**src/rtl/key_event_bank.sv**
```systemverilog
// N-channel push-button front end: shared sample tick, per-key debounce and
// press/release/click/long-press/auto-repeat event generation on clk.
module key_event_chan #(
    parameter int DEB_TICKS    = 3,
    parameter int LONG_TICKS   = 250,
    parameter int REPEAT_TICKS = 50
) (
    input  logic clk,
    input  logic rst_n,
    input  logic tick,
    input  logic clr,
    input  logic s,
    input  logic repeat_en,
    output logic level,
    output logic press,
    output logic release_pulse,
    output logic click,
    output logic long_press,
    output logic repeat_pulse
);
    localparam int DEB_W  = $clog2(DEB_TICKS + 1);
    localparam int HOLD_W = $clog2(LONG_TICKS + 1);
    localparam int REP_W  = $clog2(REPEAT_TICKS + 1);

    typedef enum logic [1:0] {IDLE, HELD, LONG} state_t;

    state_t            state;
    logic [DEB_W-1:0]  deb_cnt;
    logic [HOLD_W-1:0] hold_cnt;
    logic [REP_W-1:0]  rep_cnt;
    logic              deb_hit, rise, fall;

    // The FSM reacts to the debounce decision of the same tick, so press and
    // release land on the same edge as the level change.
    always_comb begin
        deb_hit = (s != level) && (deb_cnt == DEB_W'(DEB_TICKS - 1));
        rise    = deb_hit & ~level;
        fall    = deb_hit & level;
    end

    always_ff @(posedge clk or negedge rst_n) begin
        if (!rst_n) begin
            state         <= IDLE;
            level         <= 1'b0;
            deb_cnt       <= '0;
            hold_cnt      <= '0;
            rep_cnt       <= '0;
            press         <= 1'b0;
            release_pulse <= 1'b0;
            click         <= 1'b0;
            long_press    <= 1'b0;
            repeat_pulse  <= 1'b0;
        end else begin
            press         <= 1'b0;
            release_pulse <= 1'b0;
            click         <= 1'b0;
            long_press    <= 1'b0;
            repeat_pulse  <= 1'b0;
            if (clr) begin
                state    <= IDLE;
                level    <= 1'b0;
                deb_cnt  <= '0;
                hold_cnt <= '0;
                rep_cnt  <= '0;
            end else if (tick) begin
                if (s == level) begin
                    deb_cnt <= '0;
                end else if (deb_hit) begin
                    deb_cnt <= '0;
                    level   <= ~level;
                end else begin
                    deb_cnt <= deb_cnt + 1'b1;
                end

                case (state)
                    IDLE: begin
                        if (rise) begin
                            press    <= 1'b1;
                            hold_cnt <= '0;
                            state    <= HELD;
                        end
                    end
                    HELD: begin
                        if (fall) begin
                            release_pulse <= 1'b1;
                            click         <= 1'b1;
                            state         <= IDLE;
                        end else if (hold_cnt == HOLD_W'(LONG_TICKS - 1)) begin
                            long_press <= 1'b1;
                            hold_cnt   <= '0;
                            rep_cnt    <= '0;
                            state      <= LONG;
                        end else begin
                            hold_cnt <= hold_cnt + 1'b1;
                        end
                    end
                    LONG: begin
                        if (fall) begin
                            release_pulse <= 1'b1;
                            state         <= IDLE;
                        end else if (!repeat_en) begin
                            rep_cnt <= '0;
                        end else if (rep_cnt == REP_W'(REPEAT_TICKS - 1)) begin
                            repeat_pulse <= 1'b1;
                            rep_cnt      <= '0;
                        end else begin
                            rep_cnt <= rep_cnt + 1'b1;
                        end
                    end
                    default: state <= IDLE;
                endcase
            end
        end
    end
endmodule

// release/repeat are SystemVerilog keywords, hence the _pulse suffix on those ports.
module key_event_bank #(
    parameter int N_KEYS       = 7,
    parameter int TICK_DIV     = 200000,
    parameter int DEB_TICKS    = 3,
    parameter int LONG_TICKS   = 250,
    parameter int REPEAT_TICKS = 50,
    parameter int ACTIVE_LOW   = 1
) (
    input  logic              clk,
    input  logic              rst_n,
    input  logic [N_KEYS-1:0] keys,
    input  logic              clr,
    input  logic [N_KEYS-1:0] repeat_en,
    output logic [N_KEYS-1:0] level,
    output logic [N_KEYS-1:0] press,
    output logic [N_KEYS-1:0] release_pulse,
    output logic [N_KEYS-1:0] click,
    output logic [N_KEYS-1:0] long_press,
    output logic [N_KEYS-1:0] repeat_pulse,
    output logic              tick
);
    localparam int   DIV_W = $clog2(TICK_DIV);
    localparam logic REL   = (ACTIVE_LOW != 0);

    logic [DIV_W-1:0]  div_cnt;
    logic [N_KEYS-1:0] sync1, sync2, s;

    // tick is registered one count early so it is high exactly while div_cnt == TICK_DIV-1.
    always_ff @(posedge clk or negedge rst_n) begin
        if (!rst_n) begin
            div_cnt <= '0;
            tick    <= 1'b0;
        end else begin
            tick    <= (div_cnt == DIV_W'(TICK_DIV - 2));
            div_cnt <= (div_cnt == DIV_W'(TICK_DIV - 1)) ? '0 : div_cnt + 1'b1;
        end
    end

    always_ff @(posedge clk or negedge rst_n) begin
        if (!rst_n) begin
            sync1 <= {N_KEYS{REL}};
            sync2 <= {N_KEYS{REL}};
        end else begin
            sync1 <= keys;
            sync2 <= sync1;
        end
    end

    assign s = REL ? ~sync2 : sync2;

    for (genvar i = 0; i < N_KEYS; i++) begin : g_chan
        key_event_chan #(
            .DEB_TICKS   (DEB_TICKS),
            .LONG_TICKS  (LONG_TICKS),
            .REPEAT_TICKS(REPEAT_TICKS)
        ) u_chan (
            .clk          (clk),
            .rst_n        (rst_n),
            .tick         (tick),
            .clr          (clr),
            .s            (s[i]),
            .repeat_en    (repeat_en[i]),
            .level        (level[i]),
            .press        (press[i]),
            .release_pulse(release_pulse[i]),
            .click        (click[i]),
            .long_press   (long_press[i]),
            .repeat_pulse (repeat_pulse[i])
        );
    end
endmodule

```
**config.mk**
```make
export PLATFORM = sky130hd
export DESIGN_NAME = key_event_bank
export DESIGN_NICKNAME = d
export VERILOG_FILES = /design/src/rtl/key_event_bank.sv
export SDC_FILE = /design/constraint.sdc
export NUM_CORES = 1
export LEC_CHECK = 0
export BUFFER_PORTS_ARGS = -buffer_cell sky130_fd_sc_hd__buf_2
export CORE_MARGIN = 2
export CORE_UTILIZATION = 58
export CTS_BUF_LIST = sky130_fd_sc_hd__clkbuf_16
export DETAILED_ROUTE_END_ITERATION = 12
export GPL_ROUTABILITY_DRIVEN = 1
export PLACE_DENSITY_LB_ADDON = 0.08
export REMOVE_ABC_BUFFERS = 1
export SLEW_MARGIN = 20
export SYNTH_ARGS = -nofsm -noshare
export SYNTH_HDL_FRONTEND = slang
export SYNTH_SLANG_ARGS = --single-unit
```
**constraint.sdc**
```tcl
create_clock -name clk -period 2.3 [get_ports clk]
set_input_delay 0.345 -clock clk [delete_from_list [all_inputs] [get_ports clk]]
set_output_delay 0.345 -clock clk [all_outputs]
set_load 0.01 [all_outputs]
```
=== After elaboration in Yosys (flattened, before gate mapping) ===
Index checks and enable logic that the tools add are counted.

* Input port bits: 17
* Output and inout port bits: 43
* Flip-flop bits (word level): 201

* Bitwise gates (word level): 22
* Muxes and demuxes: 358
* Reduce and logical (&&, ||, !) cells: 71
* Equality and inequality tests: 100
* Add/subtract/negate cells: 22

{| class="wikitable"
|+ Operators with widths
! operator !! count
|-
| $mux W6 || 49
|-
| $mux W8 || 35
|-
| $mux W1 || 182
|-
| $mux W2 || 70
|-
| $pmux W8 S2 || 7
|-
| $pmux W6 S2 || 7
|-
| $ne A3 B2 Y1 const B || 21
|-
| $add A8 B1 Y8 const B || 7
|-
| $eq A8 B8 Y1 const B || 7
|-
| $reduce_and A4 Y1 || 14
|-
| $add A6 B1 Y6 const B || 7
|-
| $eq A6 B6 Y1 const B || 7
|-
| $ne A3 B3 Y1 const B || 14
|-
| $pmux W2 S3 || 7
|-
| $reduce_bool A3 Y1 || 14
|-
| $eq A18 B18 Y1 const B || 2
|-
| $reduce_and A5 Y1 || 7
|-
| $eq A2 B2 Y1 const B || 14
|-
| $ne A4 B2 Y1 const B || 7
|-
| $reduce_and A3 Y1 || 7
|-
| $add A18 B1 Y18 const B || 1
|-
| $mux W18 || 1
|-
| $reduce_bool A2 Y1 || 8
|-
| $add A2 B1 Y2 const B || 7
|-
| 10 further kinds || 71
|}

=== Longest topological paths before layout ===
* Depth after elaboration: 8
* Gate-level depth with buffers: 8

=== Cells and area by module ===
From an unflattened synthesis, not the netlist that was laid out.

* Cells, all modules: 1158
* Area, all modules: 11856.4 µm²

{| class="wikitable"
|+ Modules (own cells, without submodules)
! module !! cells an instance !! times used !! area an instance (µm²)
|-
| key_event_chan (g_chan[2].u_chan ...) || 150 || 5 || 1507.7
|-
| key_event_chan (g_chan[0].u_chan) || 154 || 1 || 1531.5
|-
| key_event_chan (g_chan[1].u_chan) || 148 || 1 || 1471.4
|-
| key_event_bank || 106 || 1 || 1315.0
|}

=== Worst setup path before layout ===
Ideal clock, no wire load.

* Path type: register to register
* From: register g_chan[1].u_chan.state[1]
* To: register g_chan[1].u_chan.hold_cnt[6]
* Arrival time: 1.868 ns
* Slack: 0.349 ns
* Buffers on the path: 1
* Stages on the path, launching flop included: 8
* Path through: dfrtp_1 inv_1 ha_1 clkbuf_1 o211ai_1 a2111oi_2 nand4_1 o21ai_0

* Word-level cells in the longest chain between the ends: 4
* Elaborated cells on any way between the ends: 9
* Classes of those cells: eq/ne (3); mux (3); reduce/logical (3)

{| class="wikitable"
|+ RTL lines
! what !! line !! text
|-
| from (decl) || 27 || <nowiki>state_t state;</nowiki>
|-
| from (signal assigned) || 43 || <nowiki>state <= IDLE;</nowiki>
|-
| from (signal assigned) || 60 || <nowiki>state <= IDLE;</nowiki>
|-
| from (signal assigned) || 80 || <nowiki>state <= HELD;</nowiki>
|-
| $eq A2 B1 Y1 or $logic_not A2 Y1 (tied branches) || 75 || <nowiki>case (state)</nowiki>
|-
| $pmux W8 S2 || 75 ||
|-
| $mux W8 || 65 || <nowiki>end else if (tick) begin</nowiki>
|-
| $mux W8 || 59 || <nowiki>if (clr) begin</nowiki>
|-
| to (signal assigned) || 94 || <nowiki>hold_cnt <= hold_cnt + 1'b1;</nowiki>
|-
| to (decl) || 29 || <nowiki>logic [HOLD_W-1:0] hold_cnt;</nowiki>
|}

Parallel ways exist; a longest one is shown, timed or not. The select of a mux whose other input is x is not followed.
A chain may end at the register's enable or synchronous reset.

=== Worst setup path in the final report ===
* From: register g_chan[5].u_chan.hold_cnt[5]
* To: register g_chan[5].u_chan.rep_cnt[4]

* Word-level cells in the longest chain between the ends: 3

{| class="wikitable"
|+ RTL lines
! what !! line !! text
|-
| from (decl) || 29 ||
|-
| from (signal assigned) || 94 ||
|-
| $eq A8 B8 Y1 || 88 || <nowiki>end else if (hold_cnt == HOLD_W'(LONG_TICKS - 1)) begin</nowiki>
|-
| $ne A3 B2 Y1 (no source line) || - ||
|-
| $reduce_and A5 Y1 (no source line) || - ||
|-
| to (signal assigned) || 107 || <nowiki>rep_cnt <= rep_cnt + 1'b1;</nowiki>
|-
| to (decl) || 30 || <nowiki>logic [REP_W-1:0] rep_cnt;</nowiki>
|}

Every way passes these cells.

==> impl_metrics.csv <==
group,metric,value,unit
die,rows,49,
cts,cts.clk_slew.worst_paths,0.06,ns
cells_and_area,final_util,0.6649,
worst_setup_path,cp_slowest_cell,"dfrtp_1",
pwr,power,7696,µW
synth,yosysWarnings,0,
die,chipWidth,140.0,µm
worst_setup_path,worst_ep_required_time,2.73,ns
die,die_h,140.0,µm
worst_setup_path,crit_type,"reg2reg",
cts,cts_tree,"built",
pwr,p_leak,0.005427,µW
cells_and_area,nets,1237,
sta,skew,0.01300,ns
placed_design,gp_congestion,0.8294,
sta,setup_violations,0,
cells_and_area,layout-drive-gt1-share,0.1384,
sta,fmax,487.8,MHz
sta,final_max_slew_viol_count,0,
grt,track_usage,0.2169,
synth,synth_ff_type,"dfrtp_1",
cells_and_area,final_area,12030,µm²
worst_setup_path,arrival,2.48,ns
route,via_count,8154,
cts,htree_num_levels,1,
cells_and_area,stdcell_count,1414,
synth,synth.distinct_cells,71,
worst_setup_path,path_buf_inv,0,
placed_design,hpwlAfterDp,14.10,mm
route,ant_nets,0,
run_status,violations,"DRC",
hold_path,hp-class,"in2reg",
synth,syn-cell-area,10730,µm²
sta,period_minus_slack,2.050,ns
worst_setup_path,r2r-start,"g_chan[5].u_chan.hold_cnt[5]",
sta,rsz0062_at_grt,"false",
grt,grt_pass1_wl,36.40,mm
cells_and_area,mostFrequentLayoutCell,"dfrtp_1",
worst_setup_path,reg2reg_slack,0.25,ns
die,ios,60,
cells_and_area,final_cell_mix,"dfrtp_1 (186), o21ai_0 (110), nor2_1 (91), nand2_1 (81), buf_2 (58)",
grt,antenna_found_initial,0,
pwr,ir_drop,0.0005985,V
cts,clock_sinks,201,
die,die_area,19610,µm²
job,max-cap-violations,0,
cells_and_area,area_delta_synth_final,12.06,%
route,avgViaCountPerCell,5.767,
synth,synth.avg_cell_area,9.659,µm²
sta,slew_headroom,0.4838,
route,postRouteWirelength,20.86,mm
synth,netlist_instances,1111,
route,drc_errors,4,
cts,root_buffer,"clkbuf_16",
synth,synth_seq_area_share,0.4703,
sta,tightestPinTransition,0.7677,ns
synth,ys_async_sr_fraction,1.000,
worst_setup_path,crit_chain,"nand4_2, or3_4, o311a_4, or4_4, o211ai_2",
cts,cts_resized,0,
run_status,status,"finished with violations",
placed_design,placed_area,11220,µm²
synth,ys_ff_latch,201,
worst_setup_path,cpLargestDelayFamily,"simple AND/OR/NAND/NOR gates",
cells_and_area,n_antenna_cell,0,
cts,clkLatencyLatePin,0.51,ns
sta,hold_slack,0.1059,ns
sta,hold_viol_final,0,
worst_setup_path,r2r-end,"g_chan[5].u_chan.rep_cnt[4]",
worst_setup_path,reg2reg_depth,5,
grt,overflow,0,
die,initial_core_util,0.5934,
hold_path,holdPathStages,3,
worst_setup_path,critPathLaunch,"g_chan[5].u_chan.hold_cnt[5]",
grt,grt_max_degree,68,
worst_setup_path,worst-path-stages,5,
worst_setup_path,startpoint_type,"flip-flop",
route,wire_per_inst,14.76,µm
synth,synth_edf_count,0,
placed_design,dp_cells,1366,
placed_design,portBuffers,59,
cts,cts_max_path_buffers,3,
worst_setup_path,crit_fanout,10,
route,first_iter_violations,398,
worst_setup_path,end_kind,"flip-flop",
worst_setup_path,cp_slowest_stage_delay,0.44,ns
sta,fin_crit_sh,0.8914,
cts,cts_inserted_buffers,22,
route,first_pass_iters,9,
grt,grt_pass1_vias,7738,
pwr,pwr_density_cell,640.0,nW/µm²
die,core_area,18090,µm²
worst_setup_path,endpoint,"g_chan[5].u_chan.rep_cnt[4]",
[power breakdown]
| part | switching, µW | total, µW | internal [µW] |
|---|---|---|---|
| combinational | 319 | 502 | 184 |
| sequential | 38.6 | 3640 | 3600 |
| clock | 1420 | 3560 | 2140 |
| total | 1770 | 7700 | 5920 |
[worst min path at each step]
| stage | from | to | slack, ns |
|---|---|---|---|
| finish | repeat_en[4] | g_chan[4].u_chan.repeat_pulse | 0.11 |
| global route | repeat_en[4] | g_chan[4].u_chan.repeat_pulse | 0.13 |
| CTS | repeat_en[4] | g_chan[4].u_chan.repeat_pulse | 0.09 |
| detailed placement | sync1[4] | sync2[4] | 0.35 |
| global placement | sync1[4] | sync2[4] | 0.35 |
| floorplan | rst_n | div_cnt[0] | 0.05 |
[worst reg2reg max path, delay by kind of cell, from the launching register on]
family / cells / cell delay [ns]
compound gates: 2 / 0.49
simple gates: 3 / 1.05
flops: 1 / 0.44
[final cells by class]
cell class | instances | area (µm²)
clock inverters | 17 | 153.9
inverters | 37 | 138.9
flip-flops and latches | 201 | 5049
clock buffers | 23 | 575.6
repair buffers | 97 | 671.9
well taps | 229 | 286.5
fillers | 1419 | 6061
multi-input cells | 810 | 5150
[kinds of logic after synthesis]
logic type / after synthesis / share of synthesized area
AND/OR/NAND/NOR: 454 / 0.2333
AO/OA/AOI/OAI: 270 / 0.1555
flip-flops: 201 / 0.4703
buffers and inverters: 100 / 0.05002
adder cells (fa/ha/maj): 51 / 0.05946
XOR/XNOR: 18 / 0.01469
multiplexers: 17 / 0.01667
[cells in the mapped netlist (12+ instances only)]
cell type	n	area (µm²)
a21oi_1	53	265.3
a31oi_1	15	93.84
and3_1	42	262.8
buf_4	42	315.3
clkbuf_1	16	60.06
dfrtp_1	187	4679
dfstp_2	14	367.9
ha_1	51	638.1
inv_1	36	135.1
nand2_1	81	304.0
nand2b_1	50	312.8
nand3_1	44	220.2
nand4_1	26	162.7
nand4b_1	14	122.6
nor2_1	91	341.6
nor2b_1	20	125.1
nor3_1	16	80.08
nor3b_1	13	97.59
o21a_1	13	97.59
o21ai_0	110	550.5
o2bb2ai_1	12	105.1
o31ai_1	24	180.2
xor2_1	13	113.9
[per-stage QoR]
step | setup WS [ns] | setup TNS (ns)
after CTS | 0.2656 | 0
final | 0.2499 | 0
after floorplan | -0.2556 | -2.241
after detailed placement | 0.2620 | 0
after global placement | 0.3035 | 0
after global routing | 0.1288 | 0
[flip-flops by register name, indices dropped and copies added (netlist names)]
register / cells
g_chan.u_chan.repeat_pulse: 7
tick: 1
g_chan.u_chan.rep_cnt: 42
g_chan.u_chan.click: 7
g_chan.u_chan.press: 7
sync2: 7
g_chan.u_chan.state: 14
g_chan.u_chan.deb_cnt: 14
g_chan.u_chan.level: 7
g_chan.u_chan.release_pulse: 7
g_chan.u_chan.long_press: 7
sync1: 7
g_chan.u_chan.hold_cnt: 56
div_cnt: 18
[timing repair]
action / 4_1_cts / 5_1_grt
buffers inserted: 0 / 0
hold buffers: 8 / 0
endpoints found under the setup margin: 0 / 0
hold endpoints to repair: 65 / 0
[per-layer routing]
metal  up-vias  routed length [µm]  global-route usage
met2       133                9391              0.3448
met5         -                   0                   0
met3        33                 833             0.03248
met1      3892               10200              0.3164
met4         0                 442             0.05423
li1       4096                   -                   -
Power figures use the tool's default switching activity.
